`config.mk`:
```
export PLATFORM = sky130hd
export DESIGN_NAME = alu_pipe_flat
export DESIGN_NICKNAME = d
export VERILOG_FILES = /design/src/rtl/alu_pipe_if.sv /design/src/rtl/alu_pipe.sv /design/src/flat_wrapper.sv
export SDC_FILE = /design/constraint.sdc
export NUM_CORES = 1
export LEC_CHECK = 0
export CELL_PAD_IN_SITES_DETAIL_PLACEMENT = 0
export CELL_PAD_IN_SITES_GLOBAL_PLACEMENT = 1
export CORE_MARGIN = 8
export CORE_UTILIZATION = 45
export DETAILED_ROUTE_END_ITERATION = 8
export GPL_TIMING_DRIVEN = 0
export PLACE_DENSITY = 0.77
export SYNTH_ARGS = -nofsm -noshare
export SYNTH_HDL_FRONTEND = slang
export SYNTH_SLANG_ARGS = --single-unit
export TNS_END_PERCENT = 20
```
`constraint.sdc`:
```
create_clock -name clk -period 2.7 [get_ports clk]
set_clock_uncertainty 0.05 [all_clocks]
set_input_delay 0.54 -clock clk [delete_from_list [all_inputs] [get_ports clk]]
set_output_delay 0.54 -clock clk [all_outputs]
set_load 0.02 [all_outputs]
```
`src/rtl/alu_pipe_if.sv`:
```
// Operand/result handshake bundle for the pipelined ALU.
// Latency: none, wiring only.
// Backpressure: in_valid/in_ready on the request side, out_valid/out_ready on the result side.
interface alu_pipe_if #(
    parameter int WIDTH = 8,
    parameter int OPW   = 4
);
    logic             in_valid;
    logic             in_ready;
    logic [WIDTH-1:0] in_a;
    logic [WIDTH-1:0] in_b;
    logic [OPW-1:0]   opcode;
    logic             out_valid;
    logic             out_ready;
    logic [WIDTH-1:0] alu_out;
    logic             a_is_zero;
    logic             zero;
    logic             carry;
    logic             illegal;

    // Producer of operations and consumer of results.
    modport master (
        output in_valid, in_a, in_b, opcode, out_ready,
        input  in_ready, out_valid, alu_out, a_is_zero, zero, carry, illegal
    );

    // The ALU itself.
    modport slave (
        input  in_valid, in_a, in_b, opcode, out_ready,
        output in_ready, out_valid, alu_out, a_is_zero, zero, carry, illegal
    );
endinterface

```
`src/rtl/alu_pipe.sv`:
```
// Registered ALU with legacy opcodes 0-7, SUB/OR/shifts and a serial shift-add MUL.
// Latency: 1 edge for single-cycle ops, WIDTH+1 edges for MUL when the output is free.
// Backpressure: in_ready drops while MUL runs or while a held result is not consumed.
module alu_pipe #(
    parameter int WIDTH = 8,
    parameter int OPW   = 4
) (
    input  logic      clk,
    input  logic      rst_n,
    alu_pipe_if.slave bus
);
    localparam int CW = $clog2(WIDTH + 1);

    localparam logic [1:0] S_IDLE = 2'd0;
    localparam logic [1:0] S_MUL  = 2'd1;
    localparam logic [1:0] S_DONE = 2'd2;

    localparam logic [OPW-1:0] OP_ADD = OPW'(2);
    localparam logic [OPW-1:0] OP_AND = OPW'(3);
    localparam logic [OPW-1:0] OP_XOR = OPW'(4);
    localparam logic [OPW-1:0] OP_LDA = OPW'(5);
    localparam logic [OPW-1:0] OP_SUB = OPW'(8);
    localparam logic [OPW-1:0] OP_OR  = OPW'(9);
    localparam logic [OPW-1:0] OP_SHL = OPW'(10);
    localparam logic [OPW-1:0] OP_SHR = OPW'(11);
    localparam logic [OPW-1:0] OP_MUL = OPW'(12);
    localparam logic [OPW-1:0] OP_I13 = OPW'(13);
    localparam logic [OPW-1:0] OP_I14 = OPW'(14);
    localparam logic [OPW-1:0] OP_I15 = OPW'(15);

    logic [1:0]         state_q, state_d;
    logic [2*WIDTH-1:0] mcand_q, mcand_d;
    logic [WIDTH-1:0]   mplier_q, mplier_d;
    logic [2*WIDTH-1:0] prod_q, prod_d;
    logic [CW-1:0]      cnt_q, cnt_d;
    logic               mul_az_q, mul_az_d;
    logic               out_valid_q, out_valid_d;
    logic [WIDTH-1:0]   alu_out_q, alu_out_d;
    logic               az_q, az_d;
    logic               zero_q, zero_d;
    logic               carry_q, carry_d;
    logic               illegal_q, illegal_d;

    logic               out_free, in_ready, in_fire;
    logic [WIDTH:0]     sum, diff;
    logic [WIDTH-1:0]   op_res;
    logic               op_c, op_il;
    logic               wr;
    logic [WIDTH-1:0]   wr_res;
    logic               wr_c, wr_az, wr_il;

    // The output slot is free when empty or being drained this edge.
    assign out_free = !out_valid_q || bus.out_ready;
    assign in_ready = (state_q == S_IDLE) && out_free;
    assign in_fire  = bus.in_valid && in_ready;
    assign sum      = {1'b0, bus.in_a} + {1'b0, bus.in_b};
    assign diff     = {1'b0, bus.in_a} - {1'b0, bus.in_b};

    // Single-cycle result and carry for the presented opcode.
    always_comb begin
        op_res = bus.in_a;
        op_c   = 1'b0;
        op_il  = 1'b0;
        case (bus.opcode)
            OP_ADD: begin op_res = sum[WIDTH-1:0];  op_c = sum[WIDTH];  end
            OP_AND: op_res = bus.in_a & bus.in_b;
            OP_XOR: op_res = bus.in_a ^ bus.in_b;
            OP_LDA: op_res = bus.in_b;
            OP_SUB: begin op_res = diff[WIDTH-1:0]; op_c = diff[WIDTH]; end
            OP_OR:  op_res = bus.in_a | bus.in_b;
            OP_SHL: begin op_res = bus.in_a << 1;   op_c = bus.in_a[WIDTH-1]; end
            OP_SHR: begin op_res = bus.in_a >> 1;   op_c = bus.in_a[0];       end
            OP_I13, OP_I14, OP_I15: op_il = 1'b1;
            default: op_res = bus.in_a;
        endcase
    end

    // Sequencer: accept, run the serial multiplier, and load the result registers.
    always_comb begin
        state_d     = state_q;
        mcand_d     = mcand_q;
        mplier_d    = mplier_q;
        prod_d      = prod_q;
        cnt_d       = cnt_q;
        mul_az_d    = mul_az_q;
        out_valid_d = bus.out_ready ? 1'b0 : out_valid_q;
        alu_out_d   = alu_out_q;
        az_d        = az_q;
        zero_d      = zero_q;
        carry_d     = carry_q;
        illegal_d   = illegal_q;
        wr          = 1'b0;
        wr_res      = op_res;
        wr_c        = op_c;
        wr_az       = (bus.in_a == '0);
        wr_il       = op_il;
        case (state_q)
            S_IDLE: begin
                if (in_fire) begin
                    if (bus.opcode == OP_MUL) begin
                        mcand_d  = {{WIDTH{1'b0}}, bus.in_a};
                        mplier_d = bus.in_b;
                        prod_d   = '0;
                        cnt_d    = CW'(WIDTH);
                        mul_az_d = (bus.in_a == '0);
                        state_d  = S_MUL;
                    end else begin
                        wr = 1'b1;
                    end
                end
            end
            S_MUL: begin
                if (mplier_q[0]) prod_d = prod_q + mcand_q;
                mcand_d  = mcand_q << 1;
                mplier_d = mplier_q >> 1;
                cnt_d    = cnt_q - CW'(1);
                if (cnt_q == CW'(1)) state_d = S_DONE;
            end
            S_DONE: begin
                if (out_free) begin
                    wr      = 1'b1;
                    wr_res  = prod_q[WIDTH-1:0];
                    wr_c    = |prod_q[2*WIDTH-1:WIDTH];
                    wr_az   = mul_az_q;
                    wr_il   = 1'b0;
                    state_d = S_IDLE;
                end
            end
            default: state_d = S_IDLE;
        endcase
        // A new result wins over the drain of the previous one.
        if (wr) begin
            out_valid_d = 1'b1;
            alu_out_d   = wr_res;
            zero_d      = (wr_res == '0);
            carry_d     = wr_c;
            az_d        = wr_az;
            illegal_d   = wr_il;
        end
    end

    // State and result registers; reset aborts any multiply in flight.
    always_ff @(posedge clk or negedge rst_n) begin
        if (!rst_n) begin
            state_q     <= S_IDLE;
            mcand_q     <= '0;
            mplier_q    <= '0;
            prod_q      <= '0;
            cnt_q       <= '0;
            mul_az_q    <= 1'b0;
            out_valid_q <= 1'b0;
            alu_out_q   <= '0;
            az_q        <= 1'b0;
            zero_q      <= 1'b0;
            carry_q     <= 1'b0;
            illegal_q   <= 1'b0;
        end else begin
            state_q     <= state_d;
            mcand_q     <= mcand_d;
            mplier_q    <= mplier_d;
            prod_q      <= prod_d;
            cnt_q       <= cnt_d;
            mul_az_q    <= mul_az_d;
            out_valid_q <= out_valid_d;
            alu_out_q   <= alu_out_d;
            az_q        <= az_d;
            zero_q      <= zero_d;
            carry_q     <= carry_d;
            illegal_q   <= illegal_d;
        end
    end

    assign bus.in_ready  = in_ready;
    assign bus.out_valid = out_valid_q;
    assign bus.alu_out   = alu_out_q;
    assign bus.a_is_zero = az_q;
    assign bus.zero      = zero_q;
    assign bus.carry     = carry_q;
    assign bus.illegal   = illegal_q;
endmodule

```
`src/flat_wrapper.sv`:
```
// flat-port wrapper written by rule: the top's interface ports become plain ports
module alu_pipe_flat 
#(
    parameter int WIDTH = 8,
    parameter int OPW   = 4
)
  (clk, rst_n, bus_in_valid, bus_in_a, bus_in_b, bus_opcode, bus_out_ready, bus_in_ready, bus_out_valid, bus_alu_out, bus_a_is_zero, bus_zero, bus_carry, bus_illegal);
  alu_pipe_if #(.WIDTH(WIDTH), .OPW(OPW)) bus_i ();
  input  logic clk;
  input  logic rst_n;
  input wire logic [$bits(bus_i.in_valid)-1:0] bus_in_valid;
  input wire logic [$bits(bus_i.in_a)-1:0] bus_in_a;
  input wire logic [$bits(bus_i.in_b)-1:0] bus_in_b;
  input wire logic [$bits(bus_i.opcode)-1:0] bus_opcode;
  input wire logic [$bits(bus_i.out_ready)-1:0] bus_out_ready;
  output wire logic [$bits(bus_i.in_ready)-1:0] bus_in_ready;
  output wire logic [$bits(bus_i.out_valid)-1:0] bus_out_valid;
  output wire logic [$bits(bus_i.alu_out)-1:0] bus_alu_out;
  output wire logic [$bits(bus_i.a_is_zero)-1:0] bus_a_is_zero;
  output wire logic [$bits(bus_i.zero)-1:0] bus_zero;
  output wire logic [$bits(bus_i.carry)-1:0] bus_carry;
  output wire logic [$bits(bus_i.illegal)-1:0] bus_illegal;
  assign bus_i.in_valid = bus_in_valid;
  assign bus_i.in_a = bus_in_a;
  assign bus_i.in_b = bus_in_b;
  assign bus_i.opcode = bus_opcode;
  assign bus_i.out_ready = bus_out_ready;
  assign bus_in_ready = bus_i.in_ready;
  assign bus_out_valid = bus_i.out_valid;
  assign bus_alu_out = bus_i.alu_out;
  assign bus_a_is_zero = bus_i.a_is_zero;
  assign bus_zero = bus_i.zero;
  assign bus_carry = bus_i.carry;
  assign bus_illegal = bus_i.illegal;
  alu_pipe #(.WIDTH(WIDTH), .OPW(OPW)) u_core (.clk(clk), .rst_n(rst_n), .bus(bus_i));
endmodule
```
==> metrics.md, run 1 <==
| Metric | Value |
|---|---|
| Status | finished, violations left |
| Violated checks | setup timing |
| Die width | 119 um |
| Synth warn | 0 |
| CP required | just under 3 ns |
| Mean Syn Cell Area | 8.35 um2 |
| Setup violators final | 2 |
| Root buffer cell | clkbuf_8 |
| Total Power | 5.01 mW |
| Largest net degree at the start of global routing | 39 |
| Synth area leaders | dfrtp_1 31%, ha_1 11%, a21oi_1 6.1%, nand2_1 5.0%, o21ai_0 4.8% |
| CP max stage delay | 0.54 ns |
| Number of synthesized flops with an enable pin | 0 |
| Final Wtd Congestion | 0.916 |
| Crit-path max FO | 8 |
| WP data arrival | roughly 2.9 ns |
| Top post-synthesis cells by count | 63 x nand2_1, 60 x dfrtp_1, 58 x a21oi_1, 49 x nor2_1, 46 x o21ai_0 |
| Fill count | 961 |
| Worst ir drop on vdd | about 0.00056 V |
| Number of library cell types mapped by synthesis | 66 |
| Number of global-route vias before repair | approximately 4400 |
| Slew HR | 0.362 |
| Combinational share of power | 0.513 |
| Critical Path Start Type | input pin |
| Cts hold-fix bufs | 0 |
| Later-pin clock latency in the skew report | 0.34 ns |
| Worst r2r src | u_core.prod_q[0] |
| Clock power frac | 0.167 |
| Area grow syn2layout | 21.6% |
| Initial antenna violation count | 0 |
| Number of clock sinks | 60 |
| CORE AREA | 0.0103 mm2 |
| Initial core utilization | 0.462 |
| Reg2Reg Setup Slack | 0.09 ns |
| I/O Buffers | 35 |
| First-pass iteration count of the detailed router | 5 |
| Max cap viols | 0 |
| Max Clk Rate | 366 MHz |
| Total track usage | 0.217 |
| Dpl cell area | 0.00532 mm2 |
| Post-DP HPWL | 11800 um |
| Synth async-reset ratio | 1.00 |
| Hold Path Class | in2async |
| Cell Chain, Critical Path | clkdlybuf4s50_1 -> inv_1 -> ha_4 -> a21oi_1 -> a2111o_1 -> o221ai_2 -> a211oi_2 -> nor3_1 -> o21ai_2 -> a32o_1 |
| Vias per inst | about 6.0 |
| Top cell type's share of synthesized area | 0.314 |
| FF-to-FF path depth | 10 |
| DRT iter0 DRCs | 349 |
| CTS tree | done |
| Post-route antenna net violation count | 0 |
| Critical-path top delay cell | clkdlybuf4s50_1 |
| Reg clk slew, reported paths | about 0.080 ns |
| Slew of the pin with the lowest slew margin | 0.950 ns |
| Cell with the most instances after synthesis | nand2_1 |
| Syn nets | 640 |
| Num CTS Buffers | 9 |
| LEAKAGE | 2.61 nW |
| Die height | roughly 120 um |
| Max H-tree Level | 3 |
| Fin Setup TNS | -0.0425 ns |
| Fin. Hold Viols | 0 |
| Flop pwr share | 0.320 |
| Post-Synthesis Cells | 572 |
| Mapped cell area | 0.00477 mm2 |
| Layout Nets | 693 |
| Final Max Slew Viols | 0 |
| Layout cells sized above 1 | 0.167 |
| Via Count | 4569 |
| GR Overflow Total | 0 |
| Sw frac | 0.447 |
| PwrDens | about 860 mW/mm2 |
| Unrepaired setup endpoints after global routing | yes |
| Ant diodes | 0 |
| Crit end category | register |
| Per-cell routed wire length | 20.2 um |
| Worst-case clock buffer depth | 2 |
| FF-to-FF End | u_core.prod_q[14] |
| Remaining routing DRC violations | 0 |
| Die Area | between 0.01 and 0.015 mm2 |
| Final Cell Area | slightly below 0.006 mm2 |
| Crit Path Class | in2reg |
| Final Worst Setup Slack | -0.0332 ns |
| Synth area leader | dfrtp_1 |
| Post-detailed-routing wire length | 15500 um |
| Seq/Total Area, Yosys | 0.314 |
| #FFs+latches synth | 60 |
| First-pass GRT wire length | 24600 um |
| Place WS | -1.16 ns |
| Commonest register cell after synthesis | dfrtp_1 |
| Top-level port count | 38 |
| Int Pwr | around 2.8 mW |
| Post-layout util | 0.562 |
| Row count | 37 |
| Fin crit share | 1.01 |
| Fin crit period | ~2.7 ns |
| NetSw | 2.24 mW |
cells by family (layout without fill, tap and decap cells):
group	after synthesis	in the layout	share of synthesized area
AND/OR/NAND/NOR	181	181	0.178
flip-flops	60	60	0.314
AO/OA/AOI/OAI	195	195	0.266
adder cells (fa/ha/maj)	44	44	0.120
multiplexers	10	10	0.0244
buffers and inverters	63	121	0.0618
XOR/XNOR	19	19	0.0349
how the worst max path moves through the flow:
stage / from / endpoint / slack, ns / cells after the start
4_1_cts: bus_in_b[0] / u_core.bus.zero / -0.06 / 9
6_report: bus_in_b[4] / u_core.bus.zero / -0.03 / 10
3_5_place_dp: bus_in_a[0] / u_core.bus.zero / -1.16 / 10
3_3_place_gp: bus_in_a[0] / u_core.bus.zero / -1.18 / 10
5_1_grt: bus_in_b[5] / u_core.bus.zero / -0.09 / 11
2_1_floorplan: bus_in_b[0] / u_core.bus.zero / 0.03 / 10
state kept, by name (all words and copies together) (netlist names):
register / count
u_core.cnt_q: 4
u_core.mplier_q: 8
u_core.bus.alu_out: 8
u_core.bus.illegal: 1
u_core.bus.carry: 1
u_core.prod_q: 16
u_core.bus.zero: 1
u_core.state_q: 2
u_core.mcand_q: 16
u_core.bus.a_is_zero: 1
u_core.mul_az_q: 1
u_core.bus.out_valid: 1
power groups by stage:
stage	sequential [mW]	combinational, mW	clock (mW)
2_1_floorplan	1.61	1.61	0
3_3_place_gp	1.60	2.38	0
3_5_place_dp	1.61	2.43	0
4_1_cts	1.59	2.47	0.851
5_1_grt	1.66	2.86	0.897
6_report	1.60	2.57	0.836
metrics by stage:
step | hold slack (ns) | instances
6_report | 0.121 | 766
5_1_grt | 0.147 | 766
4_1_cts | 0.129 | 764
3_5_place_dp | 0.408 | 744
3_3_place_gp | 0.404 | 743
2_1_floorplan | 0.194 | 572
routing by layer:
layer / up-vias / track usage / part of all wire
li1: 2174 / - / -
met1: 2227 / 0.306 / 0.48
met2: 152 / 0.335 / 0.45
met3: 16 / 0.0368 / 0.065
met4: 0 / 0.0585 / 0.012
met5: - / 0 / 0
placed cells by master (no fill, tap or decap), types with 4 or more instances in the layout:
cell type        count
nand2_1             63
nor2b_1              5
clkbuf_8             9
dlygate4sd2_1        4
xnor2_1             10
o21bai_1             4
clkdlybuf4s50_1     22
ha_1                34
nor3b_1              4
a21o_1              12
and3_1               5
nor3_1               8
a21oi_2              5
buf_4                8
nand2b_1             9
o21ai_0             43
buf_6                5
mux2i_1              6
xor2_1               8
clkbuf_1            11
nand3_1             12
nor2_1              49
nor4_1               6
dfrtp_1             59
a22o_1              11
inv_2                7
buf_2               14
ha_4                 7
a221o_1              4
a21oi_1             53
and2_1               5
inv_1               24
critical path, delay by kind of cell:
kind	cells	cell delay, ns
AND/OR/NAND/NOR	1	0.29
adder cells (fa/ha/maj)	1	0.34
AO/OA/AOI/OAI	6	1.08
buffers and inverters	2	0.67
what timing repair did:
action	CTS	global route
setup buffers	5	2
resized for setup	49	42
pin swaps	10	14
setup endpoints to repair	44	29
final cells by class:
cell class | count | area, um2 | share of cell area
multi-input cells | 449 | 3230 | 0.556
flip-flops and latches | 60 | 1500 | 0.259
repair buffers | 43 | 414 | 0.0713
well taps | 136 | 170 | 0.0293
plain buffers | 29 | 165 | 0.0284
inverters | 33 | 129 | 0.0222
clock buffers | 9 | 124 | 0.0213
clock inverters | 7 | 75.1 | 0.0129
No activity file was read; power rests on OpenSTA's default activity.
==> run 2: changes to the inputs <==
- CORE_MARGIN: 8 -> not set
==> run 2 against run 1 <==
  * The flow still finishes with violations (setup timing)
  * Via count increased by 0.15%
  * First-iteration DRC count increased by 10%
  * Global-route usage increased by 6.9 points
  * Highest routed layer unchanged
  * Cell count increased by 0.26%
  * Clock-buffer cell count increased by 1
  * Power increased by 3.9%
  * Worst setup slack got worse by 0.060 ns
  * Die area decreased by 22%
==> metrics.md, run 2 (synthesis gave the netlist of run 1 again) <==
| Metric | Value |
|---|---|
| Die Area | 0.0110 mm2 (-22%) |
| Num CTS Buffers | 9 (unchanged) |
| Worst ir drop on vdd | 0.000629 V (+12%) |
| Critical-path top delay cell | fa_1 |
| CP max stage delay | 0.47 ns (-0.07 ns) |
| Status | finished, violations left |
| First-pass GRT wire length | 24100 um (-2.0%) |
| CTS tree | done |
| Slew of the pin with the lowest slew margin | 0.959 ns (+0.00891 ns) |
| Setup violators final | 2 (unchanged) |
| First-pass iteration count of the detailed router | 5 (unchanged) |
| Most common cell after layout, fill and taps aside | nand2_1 |
| Total track usage | 0.286 (+0.0687) |
| Via Count | 4576 (+0.15%) |
| Max cap viols | 0 (unchanged) |
| CP required | 2.93 ns (+0.04 ns) |
| Final Worst Setup Slack | -0.0936 ns (-0.0604 ns) |
| Fin. Hold Viols | 0 (unchanged) |
| Most frequent cells in the layout | 63 x nand2_1, 60 x dfrtp_1, 53 x a21oi_1, 49 x nor2_1, 42 x o21ai_0 |
| Largest regs | u_core.mcand_q x16, u_core.prod_q x16 |
| Top-level port count | 38 (unchanged) |
| Layout Nets | 695 (+0.29%) |
| Post-DP HPWL | 11500 um (-2.3%) |
| I/O Buffers | 35 (unchanged) |
| Crit Path Class | in2reg |
| Initial core utilization | 0.462 (unchanged) |
| Later-pin clock latency in the skew report | 0.35 ns (about the same) |
| Unrepaired setup endpoints after global routing | yes |
| PwrDens | 878 mW/mm2 (+1.8%) |
| Ant diodes | 0 (unchanged) |
| Max Clk Rate | 358 MHz (-2.2%) |
| Place WS | -1.19 ns (-0.0309 ns) |
| GR Overflow Total | 0 (unchanged) |
| Slew HR | 0.356 (-0.00599) |
| CORE AREA | 0.0103 mm2 (unchanged) |
| Reg2Reg Setup Slack | 0.01 ns (-0.08 ns) |
| Row count | 37 (unchanged) |
| Setup crit end | u_core.bus.zero |
| Remaining routing DRC violations | 0 (unchanged) |
| Worst r2r src | u_core.prod_q[0] |
| WP data arrival | 3.03 ns (+0.11 ns) |
| Die width | 105 um (-12%) |
| Final Max Slew Viols | 0 (unchanged) |
| Number of clock sinks | 60 (unchanged) |
| Post-route antenna net violation count | 0 (unchanged) |
| Max H-tree Level | 3 (unchanged) |
| Root buffer cell | clkbuf_8 |
| FF-to-FF End | u_core.prod_q[14] |
| Fin crit period | 2.79 ns (+0.0604 ns) |
| Initial antenna violation count | 0 (unchanged) |
| Fin Setup TNS | -0.113 ns (-0.0702 ns) |
| Per-cell routed wire length | 19.6 um (-2.9%) |
| Number of global-route vias before repair | 4343 (-1.9%) |
| FF-to-FF path depth | 10 (unchanged) |
| Critical Path Start Type | input pin |
| Crit-path max FO | 4 (-4) |
| Final Wtd Congestion | 0.881 (-3.8%) |
| Largest net degree at the start of global routing | 38 (-2.6%) |
| Hold depth | 2 |
| Reg clk slew, reported paths | 0.08 ns (about the same) |
| Area grow syn2layout | 24.0% |
| Hold Path Class | reg2reg |
| Crit end category | register |
| Fin crit share | 1.03 (+0.0224) |
| Post-detailed-routing wire length | 15100 um (-2.7%) |
| Vias per inst | 5.96 (-0.11%) |
| Setup crit start | bus_in_a[0] |
| Violated checks | setup timing |
| Die height | 105 um (-12%) |
| Worst-case clock buffer depth | 2 (unchanged) |
| LEAKAGE | 2.66 nW (+1.7%) |
| Layout cells sized above 1 | 0.171 (+0.00422) |
| Cell Chain, Critical Path | buf_12 -> ha_4 -> fa_1 -> mux2_4 -> a221o_1 -> a211oi_2 -> o31ai_2 -> a21oi_1 -> nand2_1 -> nor4_2 -> a32o_1 |
| DRT iter0 DRCs | 384 (+10%) |
[run 2: routing by layer]
metal  track usage  part of all wire
met5             0                 0
met4        0.0573             0.016
met3        0.0374             0.059
met2         0.439              0.44
met1         0.429              0.49
[run 2: worst min-delay path by stage]
| stage | start | endpoint | slack [ns] |
|---|---|---|---|
| after floorplan | rst_n | u_core.bus.a_is_zero | 0.19 |
| after global placement | u_core.bus.alu_out[2] | u_core.bus.alu_out[2] | 0.41 |
| after detailed placement | rst_n | u_core.bus.alu_out[0] | 0.29 |
| after CTS | u_core.bus.alu_out[3] | u_core.bus.alu_out[3] | 0.44 |
| after global routing | u_core.bus.alu_out[2] | u_core.bus.alu_out[2] | 0.46 |
| final | u_core.bus.alu_out[2] | u_core.bus.alu_out[2] | 0.43 |
[run 2: where the power goes]
part	internal, mW	switching, mW	total [mW]	leakage, nW
Sequential	1.27	0.329	1.60	0.768
Combinational	1.08	1.49	2.58	1.77
Clock	0.638	0.388	1.03	0.122
[run 2: layout make-up]
| cell class | instances | area, um2 |
|---|---|---|
| buffer | 28 | 161 |
| clock buffer | 10 | 138 |
| clock inverter | 6 | 111 |
| fill | 936 | 4400 |
| inverter | 33 | 131 |
| multi-input combinational | 449 | 3250 |
| sequential | 60 | 1500 |
| tap | 136 | 170 |
| timing repair buffer | 46 | 460 |
[run 2: repair_timing]
item                                    CTS  global route
hold buffers                              1             0
endpoints found under the setup margin   42            26
hold endpoints to repair                  1             0
pin swaps                                10            13
setup buffers                             5             3
resized for setup                        53            49
[run 2: per-stage QoR]
stage / power, mW / instances / cell area, um2 / hold WS [ns] / utilization
finish: 5.20 / 768 / 5920 / 0.430 / 0.574
global placement: 3.97 / 743 / 5300 / 0.406 / 0.514
CTS: 5.10 / 766 / 5720 / 0.437 / 0.554
detailed placement: 4.03 / 745 / 5350 / 0.290 / 0.518
floorplan: 3.22 / 572 / 4780 / 0.194 / -
global route: 5.61 / 768 / 5920 / 0.455 / 0.574
[run 2: worst max-delay path: cells and delay by family]
| family | cells | cell delay [ns] |
|---|---|---|
| compound gates | 5 | 1.07 |
| fa+ha+maj | 2 | 0.63 |
| simple gates | 2 | 0.39 |
| mux | 1 | 0.29 |
| buf+inv | 1 | 0.11 |
==> run 3: changes to the inputs <==
- SKIP_CTS_REPAIR_TIMING: not set -> 1
==> run 3 against run 2 <==
  * The flow still finishes with violations (setup timing)
  * Via count shrank 0.55%
  * Wire length decreased by 0.60%
  * Power down 0.27%
  * Critical endpoint unchanged
  * Worst hold slack worse by 0.00083 ns
  * Critical path type unchanged
  * Clock power about the same
  * Highest routed layer unchanged
  * Cell count fell by 0.13%
  * Die area is the same
==> metrics.md, run 3 (synthesis gave the netlist of run 1 again) <==
| Metric | Value |
|---|---|
| Status | finished, violations left |
| Violated checks | setup timing |
| Crit-path max FO | 7 (+3) |
| Setup crit end | u_core.bus.zero |
| Remaining routing DRC violations | 0 (unchanged) |
| Worst r2r src | u_core.prod_q[0] |
| Later-pin clock latency in the skew report | 0.34 ns (about the same) |
| Critical Path Start Type | input pin |
| Initial core utilization | 0.462 (unchanged) |
| Final non-filler cell total | 767 (-0.13%) |
| Via Count | 4551 (-0.55%) |
| Total track usage | 0.283 (-0.00295) |
| Num CTS Buffers | 9 (unchanged) |
| Final Max Slew Viols | 0 (unchanged) |
| CP required | 2.93 ns (about the same) |
| WP data arrival | 3.00 ns (-0.03 ns) |
| Cell Chain, Critical Path | clkdlybuf4s50_1 -> inv_1 -> ha_4 -> inv_1 -> a21oi_2 -> o31ai_4 -> o2bb2ai_1 -> mux2i_1 -> a31oi_2 -> nor4_2 -> a32o_1 |
| Die height | 105 um (unchanged) |
| Slew HR | 0.359 (+0.00285) |
| PwrDens | 881 mW/mm2 (+0.32%) |
| Hold Path Class | reg2reg |
| Top-level port count | 38 (unchanged) |
| I/O Buffers | 35 (unchanged) |
| Vias per inst | 5.93 (-0.42%) |
| Final Worst Setup Slack | -0.0765 ns (+0.0171 ns) |
| First-pass GRT wire length | 23900 um (-0.80%) |
| Number of clock sinks | 60 (unchanged) |
| GR Overflow Total | 0 (unchanged) |
| Reg2Reg Setup Slack | 0.02 ns (about the same) |
| Post-route antenna net violation count | 0 (unchanged) |
| Met1 Use GR | 0.421 (-0.00870) |
| DRT iter0 DRCs | 350 (-8.9%) |
| Slew of the pin with the lowest slew margin | 0.955 ns (-0.00424 ns) |
| Crit Path Class | in2reg |
| Largest regs | u_core.mcand_q x16, u_core.prod_q x16 |
| Post-DP HPWL | 11500 um (unchanged) |
| LEAKAGE | 2.68 nW (+0.88%) |
| Total Power | 5.19 mW (-0.27%) |
| Die width | 105 um (unchanged) |
| Worst-case clock buffer depth | 2 (unchanged) |
| Number of global-route vias before repair | 4322 (-0.48%) |
| Setup crit start | bus_in_b[5] |
| FF-to-FF End | u_core.prod_q[14] |
| Fin crit share | 1.03 (-0.00635) |
| Grt met2 use | 0.426 (-0.0128) |
| Dpl cells | 745 (unchanged) |
| Max H-tree Level | 3 (unchanged) |
| Crit end category | register |
| CP max stage delay | 0.54 ns (+0.07 ns) |
| Layout cells sized above 1 | 0.163 (-0.00765) |
| Max cap viols | 0 (unchanged) |
| WHS | 0.429 ns (-0.000834 ns) |
| Top cell by count, worst path | inv_1 |
| Unrepaired setup endpoints after global routing | yes |
| Busiest metal layer after global routing | met2 |
| Worst ir drop on vdd | 0.000630 V (+0.17%) |
| Ant diodes | 0 (unchanged) |
| Post-detailed-routing wire length | 15000 um (-0.60%) |
| Max Clk Rate | 360 MHz (+0.62%) |
| Row count | 37 (unchanged) |
| Most frequent cells in the layout | 62 x nand2_1, 60 x dfrtp_1, 53 x a21oi_1, 49 x nor2_1, 42 x o21ai_0 |
| Setup violators final | 1 (-1) |
| Fin crit period | 2.78 ns (-0.0171 ns) |
| First-pass iteration count of the detailed router | 5 (unchanged) |
| Die Area | 0.0110 mm2 (unchanged) |
| CTS tree | done |
| Most common cell after layout, fill and taps aside | nand2_1 |
| Initial antenna violation count | 0 (unchanged) |
| Area grow syn2layout | 23.3% |
| Final Wtd Congestion | 0.881 (unchanged) |
| Per-cell routed wire length | 19.5 um (-0.47%) |
| Critical-path top delay cell | clkdlybuf4s50_1 |
| CORE AREA | 0.0103 mm2 (unchanged) |
| Fin. Hold Viols | 0 (unchanged) |
| Layout Nets | 694 (-0.14%) |
| GRT met3 Usage | 0.0505 (+0.0131) |
| Largest net degree at the start of global routing | 38 (unchanged) |
| Reg clk slew, reported paths | 0.08 ns (about the same) |
| FF-to-FF path depth | 10 (unchanged) |
| Root buffer cell | clkbuf_8 |
==> run 3: worst min path at each step <==
stage,start,to,slack (ns),cells after the start
2_1_floorplan,rst_n,u_core.bus.a_is_zero,0.19,0
3_3_place_gp,u_core.bus.alu_out[2],u_core.bus.alu_out[2],0.41,2
3_5_place_dp,rst_n,u_core.bus.alu_out[0],0.29,1
4_1_cts,rst_n,u_core.bus.alu_out[0],-0.07,1
5_1_grt,u_core.bus.alu_out[2],u_core.bus.alu_out[2],0.46,2
6_report,u_core.bus.alu_out[2],u_core.bus.alu_out[2],0.43,2
==> run 3: layout make-up <==
type                            instances  area (um2)
Multi-Input combinational cell        449        3210
Clock inverter                          6         111
Tap cell                              136         170
Fill cell                             944        4440
Timing Repair Buffer                   44         453
Sequential cell                        60        1500
Buffer                                 29         166
Clock buffer                           10         138
Inverter                               33         134
==> run 3: power breakdown <==
group | leakage (nW) | switching [mW] | total (mW) | internal, mW
Clock | 0.122 | 0.383 | 1.02 | 0.638
Sequential | 0.768 | 0.330 | 1.60 | 1.27
Combinational | 1.79 | 1.49 | 2.57 | 1.08
==> run 3: metrics by stage <==
| step | TNS (ns) | util | worst slack (ns) | instance area, um2 |
|---|---|---|---|---|
| final | -0.0765 | 0.570 | -0.0765 | 5890 |
| after global routing | -0.429 | 0.570 | -0.159 | 5890 |
| after CTS | -10.19 | 0.542 | -0.849 | 5590 |
| after detailed placement | -27.83 | 0.518 | -1.19 | 5350 |
| after global placement | -86.56 | 0.514 | -1.20 | 5300 |
| after floorplan | 0 | - | 0.0303 | 4780 |
==> run 3: per-layer routing <==
metal | vias up | share of wire
met4 | 0 | 0.012
li1 | 2181 | -
met2 | 139 | 0.44
met5 | - | 0
met1 | 2215 | 0.48
met3 | 16 | 0.064
==> run 3: worst max-delay path, delay by kind of cell <==
family	cells	cell delay [ns]
AOI/OAI and AO/OA	5	0.82
buffers and inverters	3	0.77
adders and majority gates	1	0.34
muxes	1	0.26
and+or+nand+nor	1	0.26
